File: src/rtl/run_pkg.sv
// rtl/run_pkg.sv - shared state encoding and constants for the run generator and its sequence detector
package run_pkg;

    localparam int LEN_W_DEFAULT = 4;

    typedef enum logic {
        IDLE = 1'b0,
        RUN  = 1'b1
    } state_t;

    // The downstream detector compares each emitted bit with the one before it.
    localparam int SEQ_PAIR_LEN = 2;

endpackage

File: src/rtl/run_gen.sv
// rtl/run_gen.sv - run-length token to serial bit stream expander with one-deep pending slot
module run_gen
    import run_pkg::*;
#(
    parameter int LEN_W = LEN_W_DEFAULT
) (
    input  logic             ck,
    input  logic             rst,
    input  logic             in_valid,
    output logic             in_ready,
    input  logic             in_bit,
    input  logic [LEN_W-1:0] in_len,
    output logic             dout,
    output logic             dout_valid,
    output logic             run_last,
    output logic             err_len
);

    localparam logic [LEN_W-1:0] CNT_ONE = LEN_W'(1);
    localparam logic [LEN_W-1:0] CNT_TWO = LEN_W'(2);

    state_t           state;
    logic             pend_valid;
    logic             pend_bit;
    logic [LEN_W-1:0] pend_len;
    logic [LEN_W-1:0] cnt;

    logic             accept;
    logic             tok_ok;
    logic             final_bit;
    logic             load_now;
    logic             load_bit;
    logic [LEN_W-1:0] load_len;

    assign in_ready = !pend_valid;

    // dout itself holds the active run's bit; cnt counts bits left including the one on dout.
    always_comb begin
        accept    = in_valid && in_ready;
        tok_ok    = accept && (in_len != '0);
        final_bit = (state == RUN) && (cnt == CNT_ONE);
        load_bit  = pend_valid ? pend_bit : in_bit;
        load_len  = pend_valid ? pend_len : in_len;
        load_now  = ((state == IDLE) && tok_ok) ||
                    (final_bit && (pend_valid || tok_ok));
    end

    always_ff @(posedge ck) begin
        if (rst) begin
            state      <= IDLE;
            pend_valid <= 1'b0;
            pend_bit   <= 1'b0;
            pend_len   <= '0;
            cnt        <= '0;
            dout       <= 1'b0;
            dout_valid <= 1'b0;
            run_last   <= 1'b0;
            err_len    <= 1'b0;
        end else begin
            if (accept && (in_len == '0)) begin
                err_len <= 1'b1;
            end

            if (load_now) begin
                // Pending (if any) always wins; otherwise the token arriving this cycle.
                state      <= RUN;
                dout       <= load_bit;
                dout_valid <= 1'b1;
                cnt        <= load_len;
                run_last   <= (load_len == CNT_ONE);
                pend_valid <= 1'b0;
            end else if ((state == RUN) && !final_bit) begin
                cnt      <= cnt - CNT_ONE;
                run_last <= (cnt == CNT_TWO);
                if (tok_ok) begin
                    pend_valid <= 1'b1;
                    pend_bit   <= in_bit;
                    pend_len   <= in_len;
                end
            end else begin
                state      <= IDLE;
                dout       <= 1'b0;
                dout_valid <= 1'b0;
                run_last   <= 1'b0;
                cnt        <= '0;
            end
        end
    end

endmodule

File: config.mk
export PLATFORM = sky130hd
export DESIGN_NAME = run_gen
export DESIGN_NICKNAME = d
export VERILOG_FILES = /design/src/rtl/run_pkg.sv /design/src/rtl/run_gen.sv
export SDC_FILE = /design/constraint.sdc
export NUM_CORES = 1
export LEC_CHECK = 0
export BUFFER_PORTS_ARGS = -buffer_cell sky130_fd_sc_hd__clkbuf_2
export CORE_MARGIN = 4
export CORE_UTILIZATION = 30
export CTS_CLUSTER_SIZE = 12
export DETAILED_ROUTE_END_ITERATION = 6
export PLACE_DENSITY_LB_ADDON = 0.05
export SLEW_MARGIN = 20
export SYNTH_ARGS = -nofsm -noshare
export SYNTH_HDL_FRONTEND = slang
export SYNTH_SLANG_ARGS = --single-unit
export TNS_END_PERCENT = 1
File: constraint.sdc
create_clock -name ck -period 1.7 [get_ports ck]
set_input_delay 0.51 -clock ck [delete_from_list [all_inputs] [get_ports ck]]
set_output_delay 0.51 -clock ck [all_outputs]
set_load 0.05 [all_outputs]
==> flow_summary.toml, run 1 <==
[run_status]
status = "finished clean"

[die]
die_width_um = 56.97
dieArea_um2 = 3246
ioPinCount = 13
fp-row-count = 17
fp.dieH_um = 56.97
core_um2 = 2255
initial_core_util = 0.3191

[setup_path]
critPathLaunch = "cnt[1]"
rrSetupSlack_ps = 80
critPathLaunchType = "register"
critical_path_class = "register to register"
worstRegToRegCells = 6
timing.rr.end = "pend_len[0]"
crit_required_ps = 1870
critPathMaxFanout = 5
rr_startpoint = "cnt[1]"
arrival_ps = 1790
cp-end-kind = "register"
endpoint = "pend_len[0]"

[global_routing]
grt_usage = 0.1130
grt_antenna_before_repair = 0
grt_overflow_total = 0
grt_pass1_wl_mm = 2.815
first_global_vias = 589
grt_max_degree = 15

[timing]
setup_tns_ps = 0
hold_viol = 0
timing.final.ws_setup_ps = 79.17
timing.fmax_mhz = 617.0
worst_pin_slew_ps = 316.3
slew_viol_final = 0
fin_crit_ps = 1621
rsz0062_at_grt = "no"
fin_skew_ps = 4.620
slew_headroom = 0.7875
setup_viol = 0
fin_crit_sh = 0.9534

[clocking]
clk_latency_ps = 280
path_clk_slew_ps = 90
htreeDepth = 1
cts_inserted_buffers = 3
cts_tree = "done"
cts_resized = 0
cts_num_sinks = 14
clockRootBuffer = "clkbuf_4"
post_cts_buffers = 0
clk_path_buf_depth = 2
hold_buffers = 0

[drt]
drtPass1Iterations = 4
via_count = 609
drc = 0
drt_iter0_drc = 7
post_drt_wl_per_cell_um = 12.36
totalWireLength_mm = 1.619
postRouteAntennaNets = 0
routed_via_density = 4.649

[worst_hold_path]
hold_depth = 3
hold_class = "input port to register"

[final_layout]
utilization = 0.4040
final_cell_area_um2 = 910.9
syn_to_final_growth_pct = 26.61
antenna_cells = 0
layout-drive-gt1-share = 0.3495
final_nets = 115

[placement]
gp_congestion = 0.7670
pre_cts_ws_ps = 20.76
place_area_um2 = 883.3
io_buffers = 12
dp.final_hpwl_mm = 1.267

[logic_synthesis]
yosysUniqueCellTypes = 25
async_reset_ff_frac = 0
ys_ff_latch = 14
avgSynthCellArea_um2 = 9.107
ys.flop_type = "dfxtp_1"
yosys-top-cells-area = "dfxtp_1 (39%), mux2i_1 (9.7%), nor2_1 (5.7%), a21oi_1 (5.6%), ha_1 (5.2%)"
syn_area_um2 = 719.4
post-synth-top-count-cell = "dfxtp_1"
syn-num-nets = 90
synth_edf_count = 0
yosysTopAreaCell = "dfxtp_1"
yosys-top-cells-count = "dfxtp_1 (14), nor2_1 (11), a21oi_1 (8)"
seq_area_frac_synth = 0.3896
synth_top_area_share = 0.3896
yosys_warnings = 0
synthCells = 79

[power]
p_total_w = 0.0008317
cellLeakagePower_nw = 0.4199
powerDensity_nw_per_um2 = 913.1
ir_drop_v = 0.0003525

[job]
drv_cap = 0
## sequential cells by signal (all words and copies together) (netlist names)
register,flops
cnt,4
pend_valid,1
pend_len,4
state,1
pend_bit,1
dout,1
err_len,1
run_last,1
## how the worst min path moves through the flow
| stage | from | slack, ps | endpoint |
|---|---|---|---|
| 3_3_place_gp | err_len | 460 | err_len |
| 5_1_grt | in_bit | 490 | pend_bit |
| 6_report | in_bit | 480 | pend_bit |
| 4_1_cts | in_bit | 470 | pend_bit |
| 2_1_floorplan | pend_bit | 460 | pend_bit |
| 3_5_place_dp | err_len | 470 | err_len |
## power by group
part | internal [W] | total (W) | switching, W | leakage (nW)
clock | 0.0000909 | 0.000202 | 0.000111 | 0.0150
combinational | 0.000120 | 0.000250 | 0.000130 | 0.290
sequential | 0.000356 | 0.000380 | 0.0000243 | 0.115
## layout make-up
| cell class | count | area, um2 |
|---|---|---|
| repair buffers | 25 | 157.7 |
| clock buffers | 4 | 26.28 |
| inverters | 5 | 18.77 |
| multi-input cells | 55 | 387.9 |
| well taps | 28 | 35.03 |
| flip-flops and latches | 14 | 285.3 |
| fillers | 255 | 1344 |
## stage by stage
| step | hold slack [ps] | std cells |
|---|---|---|
| floorplan | 457.6 | 79 |
| global placement | 463.7 | 127 |
| detailed placement | 472.5 | 127 |
| CTS | 473.0 | 131 |
| global route | 486.3 | 131 |
| finish | 478.8 | 131 |
## worst max-delay path, stage by stage (launching register included)
cell and delay [ps]:
dfxtp_2 330, inv_1 50, ha_1 160, or3b_1 200, or4b_4 540, mux2i_1 180, nor2_1 50
## kinds of logic (layout without fill, tap and decap cells)
kind of cell | after synthesis | in the layout | share of synthesized area
AO/OA/AOI/OAI | 13 | 13 | 0.1113
XOR/XNOR | 2 | 2 | 0.02435
adder cells (fa/ha/maj) | 3 | 3 | 0.05218
buffers and inverters | 10 | 34 | 0.07650
flip-flops | 14 | 14 | 0.3896
multiplexers | 10 | 10 | 0.1443
AND/OR/NAND/NOR | 27 | 27 | 0.2017
## layer usage
metal,share of wire,vias to the layer above,GRT usage,wire (um)
met1,0.49,277,0.1655,791
met3,0.038,2,0.02489,62
met2,0.46,6,0.1566,746
li1,-,324,-,-
met4,0.011,0,0.04967,18
met5,0,-,0,0
## layout by cell type, fill, tap and decap left out
master / count
buf_4: 13
dfxtp_1: 12
clkbuf_2: 12
nor2_1: 11
a21oi_1: 8
mux2i_1: 7
nand3_1: 6
inv_1: 5
nor3_1: 3
mux2_2: 3
ha_1: 3
clkbuf_4: 3
nor4_1: 2
a2bb2oi_1: 2
nand2b_4: 1
or3b_1: 1
or4b_4: 1
nand2_1: 1
xnor2_1: 1
o22ai_1: 1
xor2_1: 1
or4b_2: 1
o32ai_1: 1
o21a_1: 1
clkbuf_1: 1
dfxtp_2: 1
dfxtp_4: 1
Power figures use the tool's default switching activity.
==> run 2, diff against run 1 <==
Settings changed: PLACE_DENSITY_LB_ADDON 0.05 to 0.15.
==> run 2 against run 1 <==
Against the previous run:
- global-route usage shrank 0.083 points
- via count up 2.6%
- sequential share of layout area is 0.30 points lower
- sequential cell count unchanged
- fmax fell by 1.3%
- critical path depth stayed put
- total power decreased by 0.13%
==> flow_summary.toml, run 2 (synthesized netlist as in run 1, its figures left out) <==
[power]
powerDensity_nw_per_um2 = 903.2
ir_drop_v = 0.0004445
p_total_w = 0.0008306
cellLeakagePower_nw = 0.4152

[timing]
hold_viol = 0
worst_pin_slew_ps = 286.0
fin_crit_ps = 1642
slew_headroom = 0.8093
setup_viol = 0
fin_crit_sh = 0.9660
timing.fmax_mhz = 609.0
fin_skew_ps = 17.15
slew_viol_final = 0

[final_layout]
final_common_cell = "buf_4"
layout_common_cells = "buf_4 (13), dfxtp_1 (12), clkbuf_2 (12)"
reg_top3 = "cnt x4, pend_len x4"
fin_cells = 131
utilization = 0.4079
syn_to_final_growth_pct = 27.83
antenna_cells = 0
final_nets = 115
layout-drive-gt1-share = 0.3786

[clocking]
cts_num_sinks = 14
path_clk_slew_ps = 90
clk_path_buf_depth = 2
clockRootBuffer = "clkbuf_4"
clk_latency_ps = 280
cts_inserted_buffers = 3
cts_tree = "done"
htreeDepth = 1

[global_routing]
grt_usage = 0.1121
grt_overflow_total = 0
first_global_vias = 645
grt_max_degree = 15
grt_pass1_wl_mm = 2.842
grt_antenna_before_repair = 0

[drt]
routed_via_density = 4.771
via_count = 625
wl_met1_um = 784
drtPass1Iterations = 4
drt_iter0_drc = 4
dr_wl_met3_um = 65
drc = 0
topRoutingLayerUsed = "met4"
route.met2.wl_um = 714
post_drt_wl_per_cell_um = 12.05
postRouteAntennaNets = 0
totalWireLength_mm = 1.578

[setup_path]
critical_path_class = "register to register"
max_stage_delay_ps = 520
crit_buf_inv = 1
critPathMaxFanout = 5
crit_slowest_cell = "or4b_4"
critPathLaunchType = "register"
cp-end-kind = "register"
crit_required_ps = 1880
arrival_ps = 1830
cp_top_family = "simple AND/OR/NAND/NOR gates"
crit_chain = "inv_1, ha_2, or3b_4, or4b_4, mux2i_2, nor2_1"

[worst_hold_path]
hold_class = "input port to register"

[die]
fp.dieH_um = 56.97
fp-row-count = 17
die_width_um = 56.97
ioPinCount = 13
initial_core_util = 0.3191
core_um2 = 2255
dieArea_um2 = 3246

[placement]
dp.final_hpwl_mm = 1.243
gp_congestion = 0.7604
io_buffers = 12
dp_cells = 126

[job]
drv_cap = 0

[run_status]
status = "finished clean"
-- run 2: path summary, 6_finish.rpt --
path | from | end | slack (ps) | cells after the start
max | cnt[1] | pend_len[1] | 60 | 6
min reg2reg | dout | dout | 490 | 2
min | in_bit | pend_bit | 480 | 3
max reg2reg | cnt[1] | pend_len[1] | 60 | 6
-- run 2: what timing repair did --
item | in CTS | in global routing
buffers inserted | 0 | 1
endpoints found under the setup margin | 0 | 5
gates resized for setup | 0 | 4
hold buffers | 0 | 0
-- run 2: worst reg2reg max path, delay by kind of cell, from the launching register on --
kind | cells | cell delay [ps]
AND/OR/NAND/NOR | 3 | 820
flip-flops | 1 | 330
multiplexers | 1 | 200
adder cells (fa/ha/maj) | 1 | 160
buffers and inverters | 1 | 50
-- run 2: metal layers --
metal / vias up / track usage
met1: 289 / 0.1509
met5: - / 0
met3: 2 / 0.03620
li1: 325 / -
met4: 0 / 0.03974
met2: 9 / 0.1680
-- run 2: power breakdown --
part,leakage [nW],switching (W),internal [W]
combinational,0.285,0.000129,0.000124
clock,0.0150,0.000106,0.0000908
sequential,0.115,0.0000249,0.000356
-- run 2: layout make-up --
type | count | area [um2]
Clock buffer | 4 | 26.28
Timing Repair Buffer | 25 | 157.7
Tap cell | 28 | 35.03
Multi-Input combinational cell | 55 | 396.6
Inverter | 5 | 18.77
Fill cell | 250 | 1335
Sequential cell | 14 | 285.3
-- run 2: through the flow --
stage	setup WS, ps	setup TNS, ps	hold WS (ps)	instance area (um2)
floorplan	5.623	0	457.6	733.2
global placement	32.11	0	457.5	875.8
detailed placement	17.35	0	477.5	875.8
CTS	26.93	0	468.2	902.1
global route	-5.113	-5.113	476.5	919.6
finish	57.84	0	477.7	919.6
==> run 3, diff against run 2 <==
Settings changed: CTS_BUF_LIST from default to sky130_fd_sc_hd__clkbuf_8, REMOVE_ABC_BUFFERS from default to 1.
==> run 3 against run 2 <==
Against the previous run:
- wire length fell by 0.44%
- clock power rose by 68%
- die area unchanged
- critical path type unchanged
- clock skew fell by 16 ps
- largest power group unchanged
- cell count is 2.3% higher
- worst hold slack lost 2.8 ps
- worst setup slack better by 9.3 ps
- via count grew 2.9%
- fmax up 0.57%
==> flow_summary.toml, run 3 (synthesized netlist as in run 1, its figures left out) <==
[setup_path]
timing.rr.end = "pend_len[2]"
worstRegToRegCells = 6
rrSetupSlack_ps = 70
cp_top_family = "simple AND/OR/NAND/NOR gates"
crit_slowest_cell = "or4b_4"
critPathLaunchType = "register"
crit_buf_inv = 1
rr_startpoint = "cnt[1]"
crit_chain = "inv_1, ha_1, or3b_4, or4b_4, mux2i_1, nor2_1"
max_stage_delay_ps = 530
critical_path_class = "register to register"
arrival_ps = 1780
crit_required_ps = 1840
critPathMaxFanout = 5
cp-end-kind = "register"

[timing]
setup_viol = 0
fin_skew_ps = 1.519
worst_pin_slew_ps = 343.2
slew_headroom = 0.7691
timing.final.ws_setup_ps = 67.16
hold_viol = 0
fin_crit_ps = 1633
slew_viol_final = 0
fin_crit_sh = 0.9605
setup_tns_ps = 0
timing.fmax_mhz = 612.4

[drt]
drtPass1Iterations = 4
post_drt_wl_per_cell_um = 11.72
drc = 0
totalWireLength_mm = 1.571
via_count = 643
routed_via_density = 4.799
drt_iter0_drc = 17
postRouteAntennaNets = 0

[final_layout]
layout-drive-gt1-share = 0.4151
syn_to_final_growth_pct = 35.83
utilization = 0.4334
antenna_cells = 0
final_nets = 118
fill_cells = 231
reg_top3 = "cnt x4, pend_len x4"
layout_common_cells = "buf_4 (16), dfxtp_1 (12), nor2_1 (11), clkbuf_2 (11), a21oi_1 (8)"
final_common_cell = "buf_4"

[global_routing]
first_global_vias = 628
grt_max_degree = 15
grt_pass1_wl_mm = 2.711
grt_overflow_total = 0
grt_usage = 0.1104
grt_antenna_before_repair = 0

[placement]
dp.final_hpwl_mm = 1.187
io_buffers = 12
pre_cts_ws_ps = -29.10
gp_congestion = 0.7623

[worst_hold_path]
hold_class = "register to register"
min_to = "err_len"
hp-start = "err_len"
hold_depth = 2

[die]
core_um2 = 2255
fp.dieH_um = 56.97
die_width_um = 56.97
fp-row-count = 17
dieArea_um2 = 3246
initial_core_util = 0.3191
ioPinCount = 13

[power]
cellLeakagePower_nw = 0.4514
powerDensity_nw_per_um2 = 1000
ir_drop_v = 0.0005766

[clocking]
cts_tree = "done"
htreeDepth = 1
clk_latency_ps = 250
cts_num_sinks = 14
clk_path_buf_depth = 2
clockRootBuffer = "clkbuf_8"
path_clk_slew_ps = 60
cts_inserted_buffers = 3

[run_status]
status = "finished clean"

[job]
drv_cap = 0
==> run 3: layout make-up <==
| class | count | area, um2 | area share |
|---|---|---|---|
| well taps | 28 | 35.03 | 0.03585 |
| clock buffers | 4 | 55.05 | 0.05634 |
| multi-input cells | 55 | 405.4 | 0.4149 |
| repair buffers | 28 | 180.2 | 0.1844 |
| flip-flops and latches | 14 | 282.8 | 0.2894 |
| inverters | 5 | 18.77 | 0.01921 |
==> run 3: layer usage <==
layer	GRT usage	part of all wire	up-vias
li1	-	-	332
met1	0.1391	0.48	292
met2	0.1533	0.44	13
met3	0.03394	0.042	6
met4	0.08940	0.040	0
met5	0	0	-
==> run 3: through the flow <==
| stage | instance area [um2] | power (W) | hold slack [ps] | instances |
|---|---|---|---|---|
| finish | 977.2 | 0.0009773 | 474.9 | 134 |
| global route | 977.2 | 0.001033 | 503.2 | 134 |
| CTS | 949.7 | 0.0009816 | 486.3 | 133 |
| detailed placement | 890.9 | 0.0006385 | 471.5 | 129 |
| global placement | 890.9 | 0.0006416 | 456.5 | 129 |
| floorplan | 683.2 | 0.0005404 | 457.6 | 74 |
==> run 3: tightest hold or removal path: cells and delay by family, from the launching register on <==
| kind | cells | cell delay [ps] |
|---|---|---|
| flip-flops | 1 | 320 |
| AND/OR/NAND/NOR | 1 | 70 |
| AO/OA/AOI/OAI | 1 | 40 |
==> run 3: how the worst max path moves through the flow <==
| stage | start | end | slack [ps] | depth (start not counted) |
|---|---|---|---|---|
| 2_1_floorplan | state | pend_bit | -130 | 4 |
| 3_3_place_gp | in_valid | pend_len[1] | -30 | 5 |
| 3_5_place_dp | cnt[1] | pend_len[1] | -30 | 6 |
| 4_1_cts | cnt[1] | run_last | 10 | 7 |
| 5_1_grt | cnt[1] | cnt[1] | -6 | 8 |
| 6_report | cnt[1] | pend_len[2] | 70 | 6 |
==> run 3: power breakdown <==
group / internal (W) / switching (W) / leakage (nW)
combinational: 0.000134 / 0.000141 / 0.307
clock: 0.000205 / 0.000124 / 0.0288
sequential: 0.000356 / 0.0000170 / 0.115
total: 0.000696 / 0.000281 / 0.451
==> run 3: what timing repair did <==
action                     CTS  global route
buffers inserted             0             1
setup endpoints to repair    5             9
cloned                       0             0
hold buffers                 0             0
resized for setup            1             7
